[src/rtl/data_sram_ctrl.sv]
// Load/store sequencer between the EX/MEM pipeline and an SRAM-like data bus.
// It tracks outstanding requests, buffers responses in order, and discards results after a flush.
module data_sram_ctrl #(
    parameter int MAX_OUT = 2
) (
    input  logic        clk,
    input  logic        resetn,
    input  logic        req_valid,
    input  logic        req_we,
    input  logic [1:0]  req_size,
    input  logic [31:0] req_addr,
    input  logic [31:0] req_wdata,
    output logic        req_ready,
    output logic        resp_valid,
    output logic [31:0] resp_rdata,
    input  logic        resp_ready,
    input  logic        flush,
    output logic        busy,
    output logic        data_sram_req,
    output logic        data_sram_wr,
    output logic [1:0]  data_sram_size,
    output logic [3:0]  data_sram_wstrb,
    output logic [31:0] data_sram_addr,
    output logic [31:0] data_sram_wdata,
    input  logic        data_sram_addr_ok,
    input  logic        data_sram_data_ok,
    input  logic [31:0] data_sram_rdata
);

    localparam logic [1:0] ST_IDLE   = 2'd0;
    localparam logic [1:0] ST_ACTIVE = 2'd1;
    localparam logic [1:0] ST_DRAIN  = 2'd2;
    localparam logic [2:0] MAX_C     = 3'(MAX_OUT);
    localparam logic [1:0] LAST_PTR  = 2'(MAX_OUT - 1);

    logic [1:0]  state_q, state_d;
    logic [2:0]  out_cnt_q, out_cnt_d;
    logic [2:0]  discard_cnt_q, discard_cnt_d;
    logic [2:0]  fifo_cnt_q, fifo_cnt_d;
    logic [1:0]  rd_ptr_q, rd_ptr_d;
    logic [1:0]  wr_ptr_q, wr_ptr_d;
    logic [31:0] mem_q [4];

    logic        issue_s;
    logic        dok_s;
    logic        push_s;
    logic        pop_s;
    logic [3:0]  room_sum_s;

    function automatic logic [3:0] calc_wstrb(input logic we, input logic [1:0] size,
                                              input logic [1:0] addr_lo);
        logic [3:0] strb;
        if (!we) begin
            strb = 4'b0000;
        end else begin
            case (size)
                2'd0:    strb = 4'b0001 << addr_lo;
                2'd1:    strb = 4'b0011 << {addr_lo[1], 1'b0};
                default: strb = 4'b1111;
            endcase
        end
        return strb;
    endfunction

    function automatic logic [1:0] ptr_inc(input logic [1:0] ptr);
        return (ptr == LAST_PTR) ? 2'd0 : ptr + 2'd1;
    endfunction

    // Counting buffered responses as occupied guarantees every data_ok finds a free slot.
    assign room_sum_s = {1'b0, fifo_cnt_q} + {1'b0, out_cnt_q};
    assign issue_s    = resetn & req_valid & ~flush & (state_q != ST_DRAIN)
                      & (out_cnt_q < MAX_C) & (room_sum_s < {1'b0, MAX_C});
    assign dok_s      = data_sram_data_ok & (out_cnt_q != 3'd0);
    assign push_s     = dok_s & ~flush & (discard_cnt_q == 3'd0);
    assign pop_s      = (fifo_cnt_q != 3'd0) & resp_ready & ~flush;

    assign data_sram_req   = issue_s;
    assign req_ready       = issue_s & data_sram_addr_ok;
    assign data_sram_wr    = req_we;
    assign data_sram_size  = req_size;
    assign data_sram_addr  = req_addr;
    assign data_sram_wdata = req_wdata;
    assign data_sram_wstrb = calc_wstrb(req_we, req_size, req_addr[1:0]);

    assign resp_valid = (fifo_cnt_q != 3'd0);
    assign resp_rdata = mem_q[rd_ptr_q];
    assign busy       = (out_cnt_q != 3'd0);

    // Outstanding and discard counters; a flush recomputes the discard count from scratch.
    always_comb begin
        out_cnt_d = out_cnt_q + {2'b00, req_ready} - {2'b00, dok_s};
        if (flush) begin
            discard_cnt_d = out_cnt_q - {2'b00, dok_s};
        end else if (dok_s && (discard_cnt_q != 3'd0)) begin
            discard_cnt_d = discard_cnt_q - 3'd1;
        end else begin
            discard_cnt_d = discard_cnt_q;
        end
    end

    // Response FIFO pointer and occupancy update.
    always_comb begin
        if (flush) begin
            fifo_cnt_d = 3'd0;
            rd_ptr_d   = 2'd0;
            wr_ptr_d   = 2'd0;
        end else begin
            fifo_cnt_d = fifo_cnt_q + {2'b00, push_s} - {2'b00, pop_s};
            rd_ptr_d   = pop_s  ? ptr_inc(rd_ptr_q) : rd_ptr_q;
            wr_ptr_d   = push_s ? ptr_inc(wr_ptr_q) : wr_ptr_q;
        end
    end

    // Control FSM next-state logic.
    always_comb begin
        state_d = state_q;
        if (flush) begin
            if (out_cnt_d != 3'd0) begin
                state_d = ST_DRAIN;
            end else begin
                state_d = ST_IDLE;
            end
        end else begin
            case (state_q)
                ST_IDLE: begin
                    if (req_ready) begin
                        state_d = ST_ACTIVE;
                    end else begin
                        state_d = ST_IDLE;
                    end
                end
                ST_ACTIVE: begin
                    if (out_cnt_d == 3'd0) begin
                        state_d = ST_IDLE;
                    end else begin
                        state_d = ST_ACTIVE;
                    end
                end
                ST_DRAIN: begin
                    if (discard_cnt_d == 3'd0) begin
                        state_d = ST_IDLE;
                    end else begin
                        state_d = ST_DRAIN;
                    end
                end
                default: state_d = ST_IDLE;
            endcase
        end
    end

    // Control state registers.
    always_ff @(posedge clk or negedge resetn) begin
        if (!resetn) begin
            state_q       <= ST_IDLE;
            out_cnt_q     <= 3'd0;
            discard_cnt_q <= 3'd0;
            fifo_cnt_q    <= 3'd0;
            rd_ptr_q      <= 2'd0;
            wr_ptr_q      <= 2'd0;
        end else begin
            state_q       <= state_d;
            out_cnt_q     <= out_cnt_d;
            discard_cnt_q <= discard_cnt_d;
            fifo_cnt_q    <= fifo_cnt_d;
            rd_ptr_q      <= rd_ptr_d;
            wr_ptr_q      <= wr_ptr_d;
        end
    end

    // Response FIFO storage; only the first MAX_OUT entries are ever addressed.
    always_ff @(posedge clk or negedge resetn) begin
        if (!resetn) begin
            for (int i = 0; i < 4; i++) begin
                mem_q[i] <= 32'h0000_0000;
            end
        end else if (push_s) begin
            mem_q[wr_ptr_q] <= data_sram_rdata;
        end
    end

endmodule

[config.mk]
export PLATFORM = sky130hd
export DESIGN_NAME = data_sram_ctrl
export DESIGN_NICKNAME = d
export VERILOG_FILES = /design/src/rtl/data_sram_ctrl.sv
export SDC_FILE = /design/constraint.sdc
export NUM_CORES = 1
export LEC_CHECK = 0
export ABC_AREA = 1
export CAP_MARGIN = 20
export CORE_ASPECT_RATIO = 1.1
export CORE_MARGIN = 10
export CORE_UTILIZATION = 43
export DETAILED_ROUTE_END_ITERATION = 16
export PLACE_DENSITY_LB_ADDON = 0.15
export SYNTH_ARGS = -nofsm -noshare
export SYNTH_HDL_FRONTEND = slang
export SYNTH_SLANG_ARGS = --single-unit
[constraint.sdc]
create_clock -name clk -period 2.6 [get_ports clk]
set_input_delay 0.39 -clock clk [delete_from_list [all_inputs] [get_ports clk]]
set_output_delay 0.39 -clock clk [all_outputs]
set_load 0.01 [all_outputs]
After elaboration in Yosys (flattened, before gate mapping):

Cells that the tools add are included.

* add/sub/neg operators: 9
* shift-type cells: 2
* reductions and logical operators: 13
* muxes and demuxes: 23
* magnitude comparators: 5
* equality and inequality tests: 6
* bitwise logic cells: 14

Operators by type and width (count)
* $bwmux 128: 1
* $mux 32: 3
* $bmux 32 s2: 1
* $demux 32 s2: 1
* $mux 2: 9
* $reduce_bool 3->1: 4
* $and 1x1->1: 11
* $logic_not 3->1: 3
* $mux 3: 3
* $sub 3x1->3: 3
* $eq 2x1->1 const B: 4
* $pmux 4 s2: 1
* $add 3x1->3: 2
* $ge 3x3->1 const B: 2
* $not 2->3: 2
* $pmux 2 s3: 1
* $add 2x1->2 const B: 2
* $add 3x3->4: 1
* $logic_not 2->1: 2
* $lt 4x2->1 const B: 1
* $mux 4: 1
* $reduce_bool 2->1: 2
* $shl 1x2->4 const A: 1
* $shl 2x2->4 const A: 1
* 8 further kinds: 10

* output and inout port bits: 107
* input port bits: 106
* flip-flop bits (word level): 143
* word-level logic and storage cells: 82

Longest topological paths before layout:

* depth in word-level cells: 12
* gate-level depth with buffers: 17
* mapped depth without buffers: 17

Least setup slack after synthesis:

OpenSTA, ideal clock, no wires.

* path type: flip-flop to flip-flop
* start point: register out_cnt_q[1]
* end point: register state_q[1]
* slack: -350 ps
* arrival: 2885 ps
* stages on the path, launching flop included: 17
* clock period less this slack: 2950 ps
* library setup time: 65 ps
* data required time: 2535 ps
* path buffers: 0
* cells stage by stage: dfrtp_1 > inv_1 > fa_1 > nor2_1 > nand2_1 > nand2_1 > inv_1 > nor3_1 > nand2_1 > inv_1 > ha_1 > inv_1 > fa_1 > xor2_1 > nor3_1 > or2_2 > nand2_1

* longest elaborated chain between the ends: 9
* elaborated cells between the ends (all ways): 20
* classes of those cells: add/sub (4); order compare (2); mux (6); bitwise (4); reduce/logical (4)

Ends and longest elaborated chain
* from (decl): line 37 `logic [2:0] out_cnt_q, out_cnt_d;`
* from (signal assigned): line 162 `out_cnt_q <= out_cnt_d;`
* $add 3x3->4 or $lt 3x2->1 (tied branches): line 70, 72
* $lt 4x2->1 or $and 1x1->1 (tied branches): line 72 `& (out_cnt_q < MAX_C) & (room_sum_s < {1'b0, MAX_C});`
* $and 1x1->1 (*): line 72
* net data_sram_req: line 19 `output logic data_sram_req,`
* $and 1x1->1 (*): line 78 `assign req_ready = issue_s & data_sram_addr_ok;`
* net req_ready: line 13 `output logic req_ready,`
* $add 3x1->3 (*): line 91 `out_cnt_d = out_cnt_q + {2'b00, req_ready} - {2'b00, dok_s};`
* $sub 3x1->3 (*): line 91
* net out_cnt_d[2]: line 37
* $reduce_bool 3->1 (*): line 118 `if (out_cnt_d != 3'd0) begin`
* $mux 2 (*): line 118
* $mux 2 (*): line 117 `if (flush) begin`
* net state_d[1]: line 36 `logic [1:0] state_q, state_d;`
* to (signal assigned): line 161 `state_q <= state_d;`
* to (decl): line 36

The timed path passes the listed nets; every way through them passes the cells marked *.
A chain may end at the register's enable or synchronous reset.

Final worst setup path:

* start point: register out_cnt_q[0]
* end point: register state_q[0]

* longest elaborated chain between the ends: 10
* elaborated cells between the ends (all ways): 15
* classes of those cells: add/sub (3); order compare (2); mux (4); bitwise (4); reduce/logical (2)

Ends and longest elaborated chain
* $add 3x3->4 or $lt 3x2->1 (tied branches): line 70, 72
* $lt 4x2->1 or $and 1x1->1 (tied branches): line 72
* $and 1x1->1: line 72
* $and 1x1->1: line 78
* $add 3x1->3: line 91
* $sub 3x1->3 (*): line 91
* net out_cnt_d[1]: line 37
* $logic_not 3->1 (*): line 133 `if (out_cnt_d == 3'd0) begin`
* $mux 1 (*): line 133
* $pmux 2 s3 (*): line 124 `case (state_q)`
* $mux 2 (*): line 117
* net state_d[0]: line 36

Marks and branches as above.

==> qor.yml <==
status: "complete, but fails checks"
violations: "setup timing"
finalNonFillerCells: 1077
holdCritPathClass: "input pin to async pin"
diodes: 0
numCtsBuffers: 17
drt_wl_total_um: 17970
first_iter_violations: 362
htree_levels: 4
ant_nets: 0
r2r_start: "out_cnt_q[0]"
synthFlopType: "dfrtp_1"
clkSinkCount: 143
via_count: 5635
place_area_um2: 7950
io_buffer_count: 88
reg2reg_slack_ns: -0.12
post-route-period-util_pct: 104.4
hold_viol_final: 0
final_common_cell: "nand2_1"
cts_buffer_depth: 2
initial_core_util_pct: 43.85
synth.distinct_cells: 29
pwr_density_cell_nw_per_um2: 984.8
dieArea_um2: 22340
syn_inst: 836
power_w: 0.008471
drtPass1Iterations: 5
synth_edf_count: 0
final_layout_size_suffix_gt1_share_pct: 12.94
setup.worst_path.end: "state_q[0]"
setup_viol: 2
synth_seq_area_share_pct: 49.66
path_max_fanout: 2
core_um2: 16430
holdWs_ns: 0.1158
cp.arrival_ns: 3.02
cts_tree: "built"
finalCriticalPeriod_ns: 2.715
clkTransAtPathRegs_ns: 0.06
gp_congestion: 0.8040
crit_start: "out_cnt_q[0]"
critPathLaunchType: "flip-flop"
ys_ff_latch: 143
leakage_nw: 4.095
grt_pass1_vias: 5865
worst_setup_path_end_kind: "flip-flop"
reg2reg_depth: 14
yosys_warnings: 0
vias_per_cell: 5.232
criticalPathCategory: "flip-flop to flip-flop"
ios: 213
drv_slew: 0
dp_cells: 1045
placementRows: 49
synth_nets: 957
tightest_slew_ns: 0.7796
cp_data_required_time_ns: 2.90
syn_to_final_growth_pct: 19.38
timing.max_cap.violations: 0
finalClockSkew_ns: 0.006194
finalInstanceArea_um2: 8602
rsz0062_at_grt: "true"
dieHeight_um: 155.8
grt-ovfl-total: 0
clk_latency_ns: 0.42
drc: 0
dp_hpwl_um: 11520
grt_max_degree: 144
synth.avg_cell_area_um2: 8.619
fmax_mhz: 368.3
wire_per_inst_um: 16.69
slew_headroom_pct: 48.03
dieWidth_um: 143.4
setup_ws_ns: -0.1151
netlist_area_um2: 7206
ir_drop_mv: 0.6497
grt_usage_pct: 16.45
antenna_found_initial: 0
synthArstFlopShare_pct: 100.0
root_buffer: "clkbuf_16"
final_cell_mix: "159 x nand2_1, 142 x dfrtp_1, 107 x o21ai_1, 84 x clkdlybuf4s50_1, 74 x nor2_1"
fin_nets: 984
final_core_util_pct: 52.35
grt_pass1_wl_um: 29670
reg2reg_to: "state_q[0]"
routing by layer:
| layer | vias up | global-route usage (%) | routed length [um] |
|---|---|---|---|
| li1 | 2717 | - | - |
| met1 | 2677 | 19.56 | 7575 |
| met2 | 173 | 26.92 | 8552 |
| met3 | 68 | 4.233 | 1257 |
| met4 | 0 | 8.418 | 586 |
| met5 | - | 0 | 0 |
state kept, by name (all words and copies together), names as in the netlist:
name / cells
discard_cnt_q: 3
wr_ptr_q: 2
mem_q: 128
fifo_cnt_q: 3
rd_ptr_q: 2
out_cnt_q: 3
state_q: 2
synth_stat cells (all sizes together), types with 3 or more instances:
cell type    n  area share (%)
buf         94             9.4
dfrtp      143              50
clkbuf      19            0.99
a21oi        6            0.42
ha          12             2.1
nand2      161             8.4
nand4        5            0.64
o21ai      195              15
or2          4            0.35
nand3       13             1.5
fa           3            0.83
inv         68             3.6
nor2        74             3.9
o22ai       32             2.8
xor2         3            0.36
worst min path at each step:
stage	startpoint	endpoint	cells past startpoint
floorplan	resetn	discard_cnt_q[0]	0
global placement	mem_q[47]	mem_q[47]	2
detailed placement	mem_q[61]	mem_q[61]	2
CTS	resetn	mem_q[26]	2
global route	resetn	mem_q[26]	2
finish	resetn	mem_q[120]	2
critical path, cell delays in order (launching register included):
cell and delay, ns:
dfrtp_1 0.36, nand2_2 0.07, fa_2 0.55, nand4_1 0.13, nor3_4 0.22, nand2_2 0.09, inv_2 0.08, ha_4 0.12
inv_2 0.03, fa_2 0.53, inv_2 0.05, nor3_4 0.17, nand2_1 0.08, nand3_1 0.07, a21oi_1 0.04
kinds of logic (layout without fill, tap and decap cells):
| kind of cell | after synthesis | after routing | synth area share, % |
|---|---|---|---|
| buffers and inverters | 181 | 218 | 13.93 |
| adder cells (fa/ha/maj) | 15 | 15 | 2.917 |
| XOR/XNOR | 3 | 3 | 0.3647 |
| flip-flops | 143 | 143 | 49.66 |
| AND/OR/NAND/NOR | 259 | 259 | 14.86 |
| AO/OA/AOI/OAI | 235 | 235 | 18.27 |
power breakdown:
part	total [W]	internal [W]	switching (W)	leakage, nW
Clock	0.00246	0.00159	0.000877	0.297
Combinational	0.00317	0.00151	0.00166	1.86
Sequential	0.00284	0.00262	0.000214	1.94
Total	0.00847	0.00572	0.00275	4.09
final cells by class:
| cell class | count | area [um2] |
|---|---|---|
| sequential | 143 | 3580 |
| clock inverter | 7 | 110.1 |
| fill | 1529 | 7829 |
| clock buffer | 22 | 484.2 |
| timing repair buffer | 121 | 1216 |
| multi-input combinational | 512 | 2699 |
| inverter | 68 | 257.7 |
| tap | 204 | 255.2 |
per-stage QoR:
step / TNS (ns) / setup WS (ns)
after floorplan: -0.2010 / -0.1018
after global placement: -0.1372 / -0.07184
after detailed placement: -0.2097 / -0.1198
after CTS: -0.2231 / -0.1026
after global routing: -0.5814 / -0.2556
final: -0.2133 / -0.1151
timing repair:
item	in CTS	in global routing
hold buffers	0	0
setup endpoints to repair	4	6
pin swaps	4	1
buffers inserted	1	2
gates resized for setup	6	9
Power figures use the tool's default switching activity.
